--- src/rtl/fir_channel_scheduler.sv ---
// fir_channel_scheduler
// Shares one AXI-Stream FIR between up to four sample streams. Each channel
// has a one-deep hold register. A round-robin arbiter moves held samples into
// a registered issue slot tagged with the channel index on f_tuser. Returning
// FIR samples are steered back to their channel by r_tuser. An in-flight
// counter caps how many samples can be inside the FIR at once.
//
// Handshake rule on every stream (s_*, f_*, r_*, m_*): a transfer happens on
// a rising clk edge where tvalid && tready are both high. A producer holding
// tvalid high without a transfer keeps tdata/tuser stable.
module fir_channel_scheduler #(
  parameter int N_CH         = 4,
  parameter int DW           = 32,
  parameter int MAX_INFLIGHT = 16
) (
  input  logic                 clk,
  input  logic                 rstn,
  input  logic [N_CH-1:0]      ch_en,
  input  logic [N_CH*DW-1:0]   s_tdata,
  input  logic [N_CH-1:0]      s_tvalid,
  output logic [N_CH-1:0]      s_tready,
  output logic [DW-1:0]        f_tdata,
  output logic                 f_tvalid,
  input  logic                 f_tready,
  output logic [1:0]           f_tuser,
  input  logic [DW-1:0]        r_tdata,
  input  logic                 r_tvalid,
  output logic                 r_tready,
  input  logic [1:0]           r_tuser,
  output logic [DW-1:0]        m_tdata,
  output logic [N_CH-1:0]      m_tvalid,
  input  logic [N_CH-1:0]      m_tready,
  output logic [7:0]           inflight,
  output logic                 busy
);

  localparam int PW = (N_CH > 1) ? $clog2(N_CH) : 1;

  logic [N_CH-1:0] hold_vld;
  logic [DW-1:0]   hold_data [N_CH];
  logic [PW-1:0]   rr_ptr;
  logic [7:0]      inflight_q;

  logic            issue_hs;
  logic            ret_hs;
  logic            slot_free;
  logic [8:0]      committed;
  logic            issue_ok;
  logic            grant_vld;
  logic [PW-1:0]   grant_idx;

  assign issue_hs  = f_tvalid && f_tready;
  assign ret_hs    = r_tvalid && r_tready;
  assign slot_free = !f_tvalid || f_tready;

  // A word leaving the slot at this edge becomes in-flight at the same edge,
  // so it is counted before a new word is allowed into the slot. This keeps
  // the count of accepted-but-unreturned samples at or below MAX_INFLIGHT.
  assign committed = {1'b0, inflight_q} + {8'd0, issue_hs};
  assign issue_ok  = slot_free && (committed < 9'(MAX_INFLIGHT));

  // Ready depends only on registered hold state and the enable.
  assign s_tready = ~hold_vld | ~ch_en;

  // Round-robin search starting just after the last granted channel.
  always_comb begin
    int c;
    grant_vld = 1'b0;
    grant_idx = '0;
    c         = 0;
    for (int k = 1; k <= N_CH; k++) begin
      c = (int'(rr_ptr) + k) % N_CH;
      if (!grant_vld && hold_vld[PW'(c)] && ch_en[PW'(c)]) begin
        grant_vld = 1'b1;
        grant_idx = PW'(c);
      end
    end
  end

  // Hold valid flags: capture, drain on grant, flush on disable.
  always_ff @(posedge clk) begin
    if (!rstn) begin
      hold_vld <= '0;
    end else begin
      for (int i = 0; i < N_CH; i++) begin
        if (!ch_en[i]) begin
          hold_vld[i] <= 1'b0;
        end else if (s_tvalid[i] && s_tready[i]) begin
          hold_vld[i] <= 1'b1;
        end else if (issue_ok && grant_vld && (grant_idx == PW'(i))) begin
          hold_vld[i] <= 1'b0;
        end
      end
    end
  end

  // Hold data: loaded whenever an enabled channel transfers a sample.
  always_ff @(posedge clk) begin
    for (int i = 0; i < N_CH; i++) begin
      if (ch_en[i] && s_tvalid[i] && s_tready[i]) begin
        hold_data[i] <= s_tdata[i*DW +: DW];
      end
    end
  end

  // Issue slot toward the FIR plus the round-robin pointer.
  always_ff @(posedge clk) begin
    if (!rstn) begin
      f_tvalid <= 1'b0;
      f_tdata  <= '0;
      f_tuser  <= '0;
      rr_ptr   <= PW'(N_CH - 1);
    end else if (issue_ok && grant_vld) begin
      f_tvalid <= 1'b1;
      f_tdata  <= hold_data[grant_idx];
      f_tuser  <= 2'(grant_idx);
      rr_ptr   <= grant_idx;
    end else if (slot_free) begin
      f_tvalid <= 1'b0;
    end
  end

  // In-flight counter: up on issue, down on return, saturating at zero.
  always_ff @(posedge clk) begin
    if (!rstn) begin
      inflight_q <= '0;
    end else if (issue_hs && !ret_hs) begin
      inflight_q <= inflight_q + 8'd1;
    end else if (!issue_hs && ret_hs && (inflight_q != 8'd0)) begin
      inflight_q <= inflight_q - 8'd1;
    end
  end

  // A return with nothing outstanding means the FIR produced an extra sample.
  assert property (@(posedge clk) disable iff (!rstn)
    !(ret_hs && !issue_hs && (inflight_q == 8'd0)));

  // Return demux: unknown channel tags are accepted and dropped.
  always_comb begin
    m_tvalid = '0;
    r_tready = 1'b1;
    for (int i = 0; i < N_CH; i++) begin
      if (int'(r_tuser) == i) begin
        m_tvalid[i] = r_tvalid;
        r_tready    = m_tready[i];
      end
    end
  end

  assign m_tdata  = r_tdata;
  assign inflight = inflight_q;
  assign busy     = (|hold_vld) || f_tvalid || (inflight_q != 8'd0);

endmodule
--- config.mk ---
export PLATFORM = sky130hd
export DESIGN_NAME = fir_channel_scheduler
export DESIGN_NICKNAME = d
export VERILOG_FILES = /design/src/rtl/fir_channel_scheduler.sv
export SDC_FILE = /design/constraint.sdc
export NUM_CORES = 1
export LEC_CHECK = 0
export BUFFER_PORTS_ARGS = -buffer_cell sky130_fd_sc_hd__buf_2
export CELL_PAD_IN_SITES_DETAIL_PLACEMENT = 1
export CELL_PAD_IN_SITES_GLOBAL_PLACEMENT = 2
export CORE_MARGIN = 8
export CORE_UTILIZATION = 30
export DETAILED_ROUTE_END_ITERATION = 12
export PLACE_DENSITY = 0.75
export SYNTH_ARGS = -nofsm -noshare
export SYNTH_HDL_FRONTEND = slang
export SYNTH_SLANG_ARGS = --single-unit
export TNS_END_PERCENT = 30
--- constraint.sdc ---
create_clock -name clk -period 3.6 [get_ports clk]
set_input_delay 0.36 -clock clk [delete_from_list [all_inputs] [get_ports clk]]
set_output_delay 0.36 -clock clk [all_outputs]
set_load 0.02 [all_outputs]
==> run_results.csv <==
group,metric,value,unit
outcome,run_status,"complete, no violations",
critical_path,ff2ff_setup_slack,1.03,ns
worst_hold_path,min-delay-path-class,"in2reg",
critical_path,cp_top_family,"multiplexers",
critical_path,path_cells,"buf_2 > mux4_2 > a21oi_2 > inv_1 > ha_1 > a211oi_1 > a21oi_1 > o41ai_1 > mux2i_1 > mux2i_1",
timing,timing.max_slew.rel_slack,52.8,%
timing,grt_setup_unrepaired,"false",
floorplan,fp.coreArea,24400,µm²
floorplan,fp-row-count,57,
cts,clk-insertion-delay-late,0.43,ns
drt,vias,5404,
cts,path_clk_slew,0.08,ns
timing,final_period_minus_worst_setup_slack,2.69,ns
cts,htree_num_levels,4,
worst_hold_path,hold-path-endpoint,"hold_data[1][26]",
run,maxCapViolations,0,
synth,synth_area,7450,µm²
critical_path,crit_path_frequent_cell,"sky130_fd_sc_hd__mux2i_1",
worst_hold_path,hold_depth,1,
global_route,grt_antenna_before_repair,12,
synth,yosys_warnings,0,
synth,ys_dominant_reg_cell,"sky130_fd_sc_hd__edfxtp_1",
critical_path,timing.rr.end,"inflight[7]",
power,worst_ir_drop_vdd,0.280,mV
drt,detail_route.vias_per_cell,5.02,
placed_design,dp.final_hpwl,17000,µm
drt,detail_route.drc_violations,0,
power,cellPowerDensity,653,nW/µm²
synth,post_synth.cell_area_avg,13.0,µm²
drt,final_antenna_net_count,0,
floorplan,dieArea,30100,µm²
critical_path,worstPathRequired,3.96,ns
placed_design,globalplace.congestion,0.752,
finish,fin_util,37.6,%
synth,ys_seq_elements,177,
finish,nets,921,
timing,final-hold-violation-count,0,
cts,clock-root-buffer,"sky130_fd_sc_hd__clkbuf_16",
cts,cts-buffers-inserted,17,
timing,maxSlewViolCount,0,
timing,actual_transition_at_the_worst_max_transition_pin,0.705,ns
timing,fin_setup_tns,0,ns
drt,drt_iter0_markers,275,
critical_path,cp-start-kind,"primary input",
drt,totalWireLength,23600,µm
global_route,grt_max_degree,46,
timing,max_clock_freq,0.372,GHz
synth,postSynth.asyncResetShare,0,%
synth,netlist-cell-type-count,62,
drt,detail_route.first_pass.iterations,4,
cts,ctsResizeCount,0,
timing,post-route-period-util,74.6,%
synth,synth_nets,760,
critical_path,critPathBufInv,2,
critical_path,worst-path-max-fanout,7,
cts,cts_num_sinks,177,
critical_path,worst_ep_arrival_time,3.05,ns
timing,final-setup-viol-count,0,
timing,clock_skew,0.0155,ns
critical_path,rr_startpoint,"f_tvalid",
finish,mostFrequentLayoutCell,"sky130_fd_sc_hd__buf_2",
critical_path,r2r_cells,9,
floorplan,initial_utilization,30.6,%
floorplan,die_h,174,µm
global_route,global_route_wire_length_before_repair,35800,µm
drt,avgRoutedWirePerCell,21.9,µm
cts,tritoncts,"done",
critical_path,critPathKind,"in2reg",
critical_path,critPathCaptureType,"flop",
finish,layout-area-overhead-vs-synth,23.1,%
worst_hold_path,hold_path_startpoint,"s_tdata[58]",
cts,clockBufferDepth,2,
global_route,grtUsageTotal,15.5,%
synth,synth_cells,574,
synth,yosysSeqAreaShare,64.7,%
critical_path,slowest_delay,0.55,ns
synth,edff_count_synth,128,
floorplan,chipWidth,174,µm
cts,cts.repair_timing.setup_buffer_count,0,
cts,ctsHoldBuffers,0,
global_route,first_global_vias,5989,
finish,drive_above_1_share,34.9,%
global_route,grt_overflow,0,
power,power.static_leakage,3.57,nW
floorplan,io-pin-count,263,
placed_design,numPortBuffers,198,
critical_path,standard_cell_with_the_maximum_stage_delay_on_the_critical_path,"sky130_fd_sc_hd__mux4_2",
finish,most-common-layout-cells,"198 x sky130_fd_sc_hd__buf_2, 128 x sky130_fd_sc_hd__edfxtp_1, 49 x sky130_fd_sc_hd__dfxtp_1, 35 x sky130_fd_sc_hd__a211oi_1, 35 x sky130_fd_sc_hd__o21ai_0",
-- cells by family after synthesis --
kind of cell | share of synthesized area [%]
AOI/OAI and AO/OA | 16.8
xor gates and xnor gates | 0.235
adders and majority gates | 1.44
buffers and inverters | 6.44
DFF | 64.7
muxes | 0.705
and+or+nand+nor | 9.70
-- per-layer routing --
layer  wire, µm  global-route usage [%]  vias up
met4        406                    5.34       16
met1       9730                    17.5     2648
met2      11500                    26.2      153
met3       1800                    6.08       59
met5         93                       0        -
li1           -                       -     2528
-- Yosys cell counts (all sizes together), types with 2 or more instances --
master	number	area, µm²
a211oi	35	263
a21boi	32	240
a21oi	13	68.8
a31oi	2	12.5
and3	34	213
and3b	2	17.5
buf	55	397
clkbuf	16	61.3
dfxtp	49	981
edfxtp	128	3840
ha	7	87.6
inv	5	18.8
mux2i	3	30.0
nand2	27	101
nand2b	3	18.8
nand3	5	25.0
nor2	15	63.8
nor2b	2	12.5
nor3	33	170
o2111ai	2	23.8
o21a	5	37.5
o21ai	36	184
o32ai	32	280
o41ai	2	17.5
or2	4	25.0
or4	4	33.8
-- state kept, by name, indices dropped and copies added, names as in the netlist --
| register | count |
|---|---|
| rr_ptr | 2 |
| f_tuser | 2 |
| f_tdata | 32 |
| hold_vld | 4 |
| f_tvalid | 1 |
| inflight | 8 |
| hold_data | 128 |
-- per-stage QoR --
step	std cells	setup WS, ns	cell area (µm²)	power [mW]	hold slack (ns)
global placement	1040	0.537	8580	4.20	0.445
CTS	1072	0.961	9170	6.08	0.0736
detailed placement	1040	0.500	8580	4.22	0.447
finish	1076	0.915	9180	5.99	0.0965
global route	1076	0.753	9180	6.31	0.0755
floorplan	574	0.836	7450	3.68	0.459
-- where the power goes --
group	leakage (nW)	internal [mW]	total (mW)	switching [mW]
Sequential	1.60	2.41	2.54	0.135
Clock	0.286	0.932	1.84	0.909
Combinational	1.69	0.576	1.61	1.03
-- area by class of cell --
class,instances,area [µm²]
timing repair buffer,213,1120
sequential,177,4820
clock inverter,15,169
inverter,6,22.5
antenna,4,10.0
clock buffer,17,425
multi-input combinational,320,2210
fill,2690,15200
tap,324,405
-- how the worst max path moves through the flow --
stage | depth (start not counted) | to | start
global placement | 10 | inflight[7] | r_tuser[0]
CTS | 10 | inflight[7] | r_tuser[0]
floorplan | 9 | inflight[7] | r_tuser[0]
global route | 10 | inflight[7] | r_tuser[0]
detailed placement | 10 | inflight[7] | r_tuser[0]
finish | 10 | inflight[7] | r_tuser[0]
No activity file was read; power rests on OpenSTA's default activity.
